[src/rtl/seq_multiplier_param.sv]
// Iterative shift-add multiplier: one partial product per clock, optional
// two's-complement operands, ready/done handshake with back-to-back issue.
module seq_multiplier_param #(
  parameter int unsigned WIDTH = 32
) (
  input  logic               clk,
  input  logic               rst_n,
  input  logic               start,
  input  logic               is_signed,
  input  logic [WIDTH-1:0]   a,
  input  logic [WIDTH-1:0]   b,
  output logic               ready,
  output logic               busy,
  output logic               done,
  output logic [2*WIDTH-1:0] p
);

  localparam int unsigned PW   = 2 * WIDTH;
  localparam int unsigned CntW = (WIDTH > 1) ? $clog2(WIDTH) : 1;
  localparam logic [CntW-1:0] LastCnt = CntW'(WIDTH - 1);

  typedef enum logic [1:0] {
    StIdle,
    StBusy,
    StSign,
    StDone
  } state_e;

  state_e            state_q, state_d;
  logic [PW-1:0]     acc_q, acc_d;
  logic [PW-1:0]     mcand_q, mcand_d;
  logic [PW-1:0]     p_q, p_d;
  logic [WIDTH-1:0]  mplier_q, mplier_d;
  logic [CntW-1:0]   count_q, count_d;
  logic              neg_q, neg_d;

  logic [WIDTH-1:0]  mag_a, mag_b;

  // Negating the most negative value wraps to the same bit pattern, which
  // read as unsigned is exactly its magnitude.
  always_comb begin
    mag_a = a;
    mag_b = b;
    if (is_signed && a[WIDTH-1]) begin
      mag_a = ~a + WIDTH'(1);
    end
    if (is_signed && b[WIDTH-1]) begin
      mag_b = ~b + WIDTH'(1);
    end
  end

  always_comb begin
    state_d  = state_q;
    acc_d    = acc_q;
    mcand_d  = mcand_q;
    mplier_d = mplier_q;
    count_d  = count_q;
    neg_d    = neg_q;
    p_d      = p_q;

    unique case (state_q)
      StIdle, StDone: begin
        if (start) begin
          state_d  = StBusy;
          acc_d    = '0;
          mcand_d  = PW'(mag_a);
          mplier_d = mag_b;
          count_d  = '0;
          neg_d    = is_signed && (a[WIDTH-1] ^ b[WIDTH-1]);
        end else if (state_q == StDone) begin
          state_d = StIdle;
        end
      end

      StBusy: begin
        if (mplier_q[0]) begin
          acc_d = acc_q + mcand_q;
        end
        mcand_d  = mcand_q << 1;
        mplier_d = mplier_q >> 1;
        if (count_q == LastCnt) begin
          count_d = '0;
          state_d = StSign;
        end else begin
          count_d = count_q + 1'b1;
        end
      end

      StSign: begin
        // Two's-complement negation of zero is zero, so no special case.
        p_d     = neg_q ? -acc_q : acc_q;
        state_d = StDone;
      end

      default: begin
        state_d = StIdle;
      end
    endcase
  end

  always_ff @(posedge clk or negedge rst_n) begin
    if (!rst_n) begin
      state_q  <= StIdle;
      acc_q    <= '0;
      mcand_q  <= '0;
      mplier_q <= '0;
      count_q  <= '0;
      neg_q    <= 1'b0;
      p_q      <= '0;
    end else begin
      state_q  <= state_d;
      acc_q    <= acc_d;
      mcand_q  <= mcand_d;
      mplier_q <= mplier_d;
      count_q  <= count_d;
      neg_q    <= neg_d;
      p_q      <= p_d;
    end
  end

  always_comb begin
    ready = (state_q == StIdle) || (state_q == StDone);
    busy  = (state_q == StBusy) || (state_q == StSign);
    done  = (state_q == StDone);
    p     = p_q;
  end

endmodule

[config.mk]
export PLATFORM = sky130hd
export DESIGN_NAME = seq_multiplier_param
export DESIGN_NICKNAME = d
export VERILOG_FILES = /design/src/rtl/seq_multiplier_param.sv
export SDC_FILE = /design/constraint.sdc
export NUM_CORES = 1
export LEC_CHECK = 0
export ABC_AREA = 0
export BUFFER_PORTS_ARGS = -buffer_cell sky130_fd_sc_hd__buf_2
export CAP_MARGIN = 20
export CORE_UTILIZATION = 60
export CTS_CLUSTER_DIAMETER = 150
export DETAILED_ROUTE_END_ITERATION = 7
export PLACE_DENSITY = 0.77
export SLEW_MARGIN = 40
export SYNTH_ARGS = -nofsm -noshare
export SYNTH_HDL_FRONTEND = slang
export SYNTH_SLANG_ARGS = --single-unit
[constraint.sdc]
create_clock -name clk -period 5.9 [get_ports clk]
set_clock_uncertainty 0.1 [all_clocks]
set_input_delay 0.885 -clock clk [delete_from_list [all_inputs] [get_ports clk]]
set_output_delay 0.885 -clock clk [all_outputs]
set_load 0.02 [all_outputs]
# --- Yosys cells after proc, flatten, opt, wreduce, memory -nomap -nowiden ---
# Index checks and enable logic that the tools add are counted.
op_classes:
  order_cmp: 0
  mul: 0
  n_reduce_logical: 12
  shifts: 0
  n_addsub: 5
  div_mod_pow: 0
  bitwise: 3
  n_mux: 17
  n_eq_ne: 8
op_table:
  columns: ["operator", "n"]
  rows:
  - ["64-bit two-way mux", 4]
  - ["64-bit case mux with 2 select lines", 2]
  - ["32-bit two-way mux", 3]
  - ["32-bit by 1-bit adder with 32-bit output, second input constant", 2]
  - ["64-bit adder", 1]
  - ["64-bit negation", 1]
  - ["32-bit NOT", 2]
  - ["32-bit case mux with 2 select lines", 1]
  - ["5-bit two-way mux", 2]
  - ["5-bit case mux with 2 select lines", 1]
  - ["2-bit two-way mux", 3]
  - ["2-bit inequality test, second input constant", 3]
  - ["2-bit case mux with 3 select lines", 1]
  - ["2-bit AND reduction", 3]
  - ["5-bit by 1-bit adder with 5-bit output, second input constant", 1]
  - ["5-bit equality test, second input constant", 1]
  - ["2-bit equality test, second input constant", 2]
  - ["1-bit logical AND", 3]
  - ["3-bit inequality test, second input constant", 1]
  - ["3-bit AND reduction", 1]
  - ["2-bit by 1-bit equality test with 1-bit output, second input constant", 1]
  - ["2-bit logical NOT", 1]
  - ["1-bit logical OR", 2]
  - ["2-bit nonzero test", 1]
  - ["2 further kinds", 2]
word_totals:
  out_inout_bits: 67
  reg_bits: 232
  mem_bits_rw: 0
  memories: 0
  latch_bits: 0
  romBits: 0

# --- Logic depth before layout (Yosys ltp) ---
logic_depth:
  word_depth: 5
  mapped_depth: 13
  mapped_depth_nobuf: 13

# --- Worst setup path before layout ---
# Ideal clock, no wire load.
synth_timing:
  kind: "input to register"
  from: "in b[4]"
  to: "reg mplier_q[28]"
  t_arrival_ns: 2.908
  path_stages: 10
  required_time_ns: 5.663
  path_slack_ns: 2.755
  setup_ns: 0.137
  n_path_buf: 0
  cell_sequence: "nor4_1 nand2_1 or4_1 nor3_1 a21oi_1 a21oi_1 o21ai_0 xor2_1 mux2i_1 a21oi_1"
synth_between:
  elab_chain_len: 5
synth_rtl:
  columns: ["element", "line_no", "rtl"]
  rows:
  - ["from (decl)", "11", "input logic [WIDTH-1:0] b,"]
  - ["32-bit NOT", "48", "mag_b = ~b + WIDTH'(1);"]
  - ["32-bit by 1-bit adder with 32-bit output", "48", null]
  - ["32-bit two-way mux", "47", "if (is_signed && b[WIDTH-1]) begin"]
  - ["32-bit two-way mux", "63", "if (start) begin"]
  - ["32-bit case mux with 2 select lines", "61", "unique case (state_q)"]
  - ["to (signal assigned)", "114", "mplier_q <= mplier_d;"]
  - ["to (decl)", "33", "logic [WIDTH-1:0] mplier_q, mplier_d;"]
# No other way between the ends. The select of a mux whose other input is x is not followed.
# A chain may end at the register's enable or synchronous reset.

# --- Worst setup path after layout ---
layout_timing:
  from: "reg acc_q[0]"
  to: "reg acc_q[62]"
layout_between:
  elab_chain_len: 3
layout_rtl:
  columns: ["element", "line_no", "rtl"]
  rows:
  - ["from (decl)", "30", "logic [PW-1:0] acc_q, acc_d;"]
  - ["from (signal assigned)", "104", "acc_q <= '0;"]
  - ["from (signal assigned)", "112", "acc_q <= acc_d;"]
  - ["64-bit adder", "77", "acc_d = acc_q + mcand_q;"]
  - ["64-bit two-way mux", "76", "if (mplier_q[0]) begin"]
  - ["64-bit case mux with 2 select lines", "61", null]
# No other way between the ends. The select of a mux whose other input is x is not followed.

==> impl_metrics.toml <==
[clock_tree]
htree_levels = 1
cts.clk_slew.worst_paths_ns = 0.06
clock-root-buffer = "clkbuf_16"
cts_resized = 0
clk_path_buf_depth = 3
post-cts-setup-buffers = 0
clk_latency_ns = 0.54
cts.sink_count = 232
cts_tree = "done"
cts_hold_repair.buffers = 0
cts_buffers = 27

[setup_path]
critPathBufInv = 2
reg_to_reg_critical_path_startpoint = "acc_q[0]"
critPathArrivalTime_ns = 4.10
critical_path.startpoint = "acc_q[0]"
timing.critical_path.depth = 14
ff2ff_setup_slack_ns = 2.12
worstSetupStartpointType = "flip-flop"
critPathRequiredTime_ns = 6.22
critical_path.endpoint = "acc_q[62]"
timing.reg2reg.worst_path_depth = 14
worstReg2RegEnd = "acc_q[62]"
crit_path_cell_trace = "ha_1 > inv_1 > fa_1 > nor2b_1 > o211ai_1 > a21oi_1 > a311o_1 > a211oi_1 > buf_4 > nor4b_1 > o21ai_1 > o31ai_2 > a31oi_1 > nand3b_1"
cpMaxStageDelayCell = "dfrtp_1"
path_class = "flip-flop to flip-flop"
family_with_the_most_delay_on_the_worst_path = "compound AO/OA/AOI/OAI gates"
critical-path-max-stage-delay_ns = 0.40
setup.worst_path.end_class = "flip-flop"
cp_max_fo = 5

[routing]
firstDrtPassIters = 5
detail_route.wl_per_cell_um = 17.9
final_antenna_net_count = 0
detail_route.vias_per_cell = 6.09
vias = 14200
drc_errors = 0
finalWirelength_mm = 41.8
dr.first_iter.drc_count = 1099

[floorplan]
start_util_pct = 61.5
floorplan.die_area_um2 = 26500
core_area_um2 = 25300
floorplan.die.height_um = 163
pin_count = 135
std_cell_rows = 58
die_span_in_x_um = 163

[logic_synthesis]
synth-seq-cells = 232
average_size_of_a_mapped_cell_um2 = 8.15
yosysTopAreaCell = "dfrtp_1"
yosys_most_used_dff = "dfrtp_1"
ys_seq_area_share_pct = 37.4
synthMostInstantiatedCell = "nand2_1"
synth-edff-count = 0
yosys.area.top_type_share_pct = 37.4
ys.warnings.count = 0
post_synth_inst_count = 1904
synthesized_nets = 2044
async_flop_share_pct = 100
yosys-top-cells-area = "dfrtp_1 (37%), a21oi_1 (7.3%), nand2_1 (7.1%)"
yosysUniqueCellTypes = 70
syn_area_um2 = 15500
synth_common_cells = "nand2_1 (293), dfrtp_1 (232), a21oi_1 (227)"

[cells_and_area]
fin_nets = 2121
fill_cells = 2103
inserted_diodes = 0
share_of_final_layout_standard_cells_stronger_than_drive_strength_1_pct = 11.6
finalCoreUtilization_pct = 68.6
layout.cells.non_filler = 2330
area_delta_synth_final_pct = 11.6

[sta]
rsz0062_at_grt = "no"
fin_crit_period_ns = 3.78
achievable-frequency_mhz = 265
worst_slew_margin_rel_pct = 44.2
final_critical_path_setup_slack_ns = 2.12
finalCritPeriodShare_pct = 64.0
setup_viol = 0
worst_pin_slew_ns = 0.837
finalHoldViolations = 0
final_report_max_slew_violation_count = 0
setup_tns_ns = 0

[global_routing]
grt_pass1_wl_mm = 67.8
antenna_violations_before_repair = 0
grt_max_degree = 132
first_global_vias = 13300
globalRoute.totalOverflow = 0
globalRouteTotalUtil_pct = 31.9

[power]
power_density_nw_per_um2 = 564
p_leak_uw = 0.00822
ir_drop_uv = 385

[place]
place.gp.congestion = 0.950
dpl.hpwl_mm = 30.0
count_of_port_buffers_added_during_placement = 134
numPlacedInstances = 2281
post-place-ws_ns = 2.03

[flow_run]
cap_viol_max_count = 0

[worst_hold_path]
worstHoldPathType = "primary input to asynchronous set/reset pin"

[status]
status = "complete, no violations"
worst min-delay path by stage:
stage	from	endpoint	slack [ns]	depth (start not counted)
global placement	count_q[4]	count_q[4]	0.36	2
global route	rst_n	p[19]	0.09	1
finish	rst_n	p[17]	0.09	1
floorplan	mplier_q[16]	mplier_q[16]	0.34	2
detailed placement	count_q[4]	count_q[4]	0.37	2
CTS	rst_n	p[17]	0.31	1
state kept, by name, summed over array words and instances, names as in the netlist:
register,cells
p,64
acc_q,64
mplier_q,32
state_q,2
count_q,5
mcand_q,64
neg_q,1
stage by stage:
step                      total power, µW  hold slack [ns]  area [µm²]
after CTS                            9730            0.309       17300
after detailed placement             7960            0.367       16400
after global placement               7810            0.361       16400
after global routing                10500           0.0905       17300
final                                9760           0.0869       17300
after floorplan                      6430            0.345       15500
cell type report:
class | count | area, µm² | share of cell area, %
Clock buffer | 35 | 746 | 4.31
Clock inverter | 13 | 180 | 1.04
Inverter | 34 | 128 | 0.737
Multi-Input combinational cell | 1540 | 9240 | 53.3
Sequential cell | 232 | 5810 | 33.5
Tap cell | 330 | 413 | 2.38
Timing Repair Buffer | 146 | 807 | 4.66
cell families after synthesis:
logic type	Yosys count	share of synthesized area (%)
AND/OR/NAND/NOR	682	19.8
AO/OA/AOI/OAI	598	22.6
flip-flops	232	37.4
XOR/XNOR	169	9.54
buffers and inverters	132	3.47
adder cells (fa/ha/maj)	72	5.85
multiplexers	19	1.31
power breakdown:
group	internal (µW)	leakage, µW	total (µW)	switching (µW)
Combinational	1850	0.00478	5390	3540
Clock	1060	0.000447	1750	683
Sequential	2150	0.00299	2620	474
Total	5070	0.00822	9760	4690
routing by layer:
metal / GRT usage, % / wire [µm]
met5: 0 / 0
met4: 7.65 / 830
met3: 4.91 / 3180
met2: 48.6 / 18300
met1: 47.4 / 19400
placed cells by master, fill, tap and decap left out, types with 5 or more instances in the layout:
cell type    n
buf_2      133
nand2b_1    13
ha_1        69
or3_1       17
clkbuf_16   27
dfrtp_1    231
o41ai_1     19
or2_2        7
or4_1       13
xnor2_1     61
nand4_1     16
buf_4        9
nor4_1      17
a21oi_1    227
nor3_1      25
nand3_1     60
a21boi_0     5
a211oi_1     9
o21bai_1     8
a21o_1      42
and2_1       6
mux2_2      10
xor2_1     108
inv_1       34
and3_1       9
o21ai_0    195
nor2b_1      6
mux2i_1      9
nor2_1     181
o31ai_1     24
a31oi_1      9
o211ai_1     9
o21a_1       9
nand2_1    293
No activity file was read; power rests on OpenSTA's default activity.
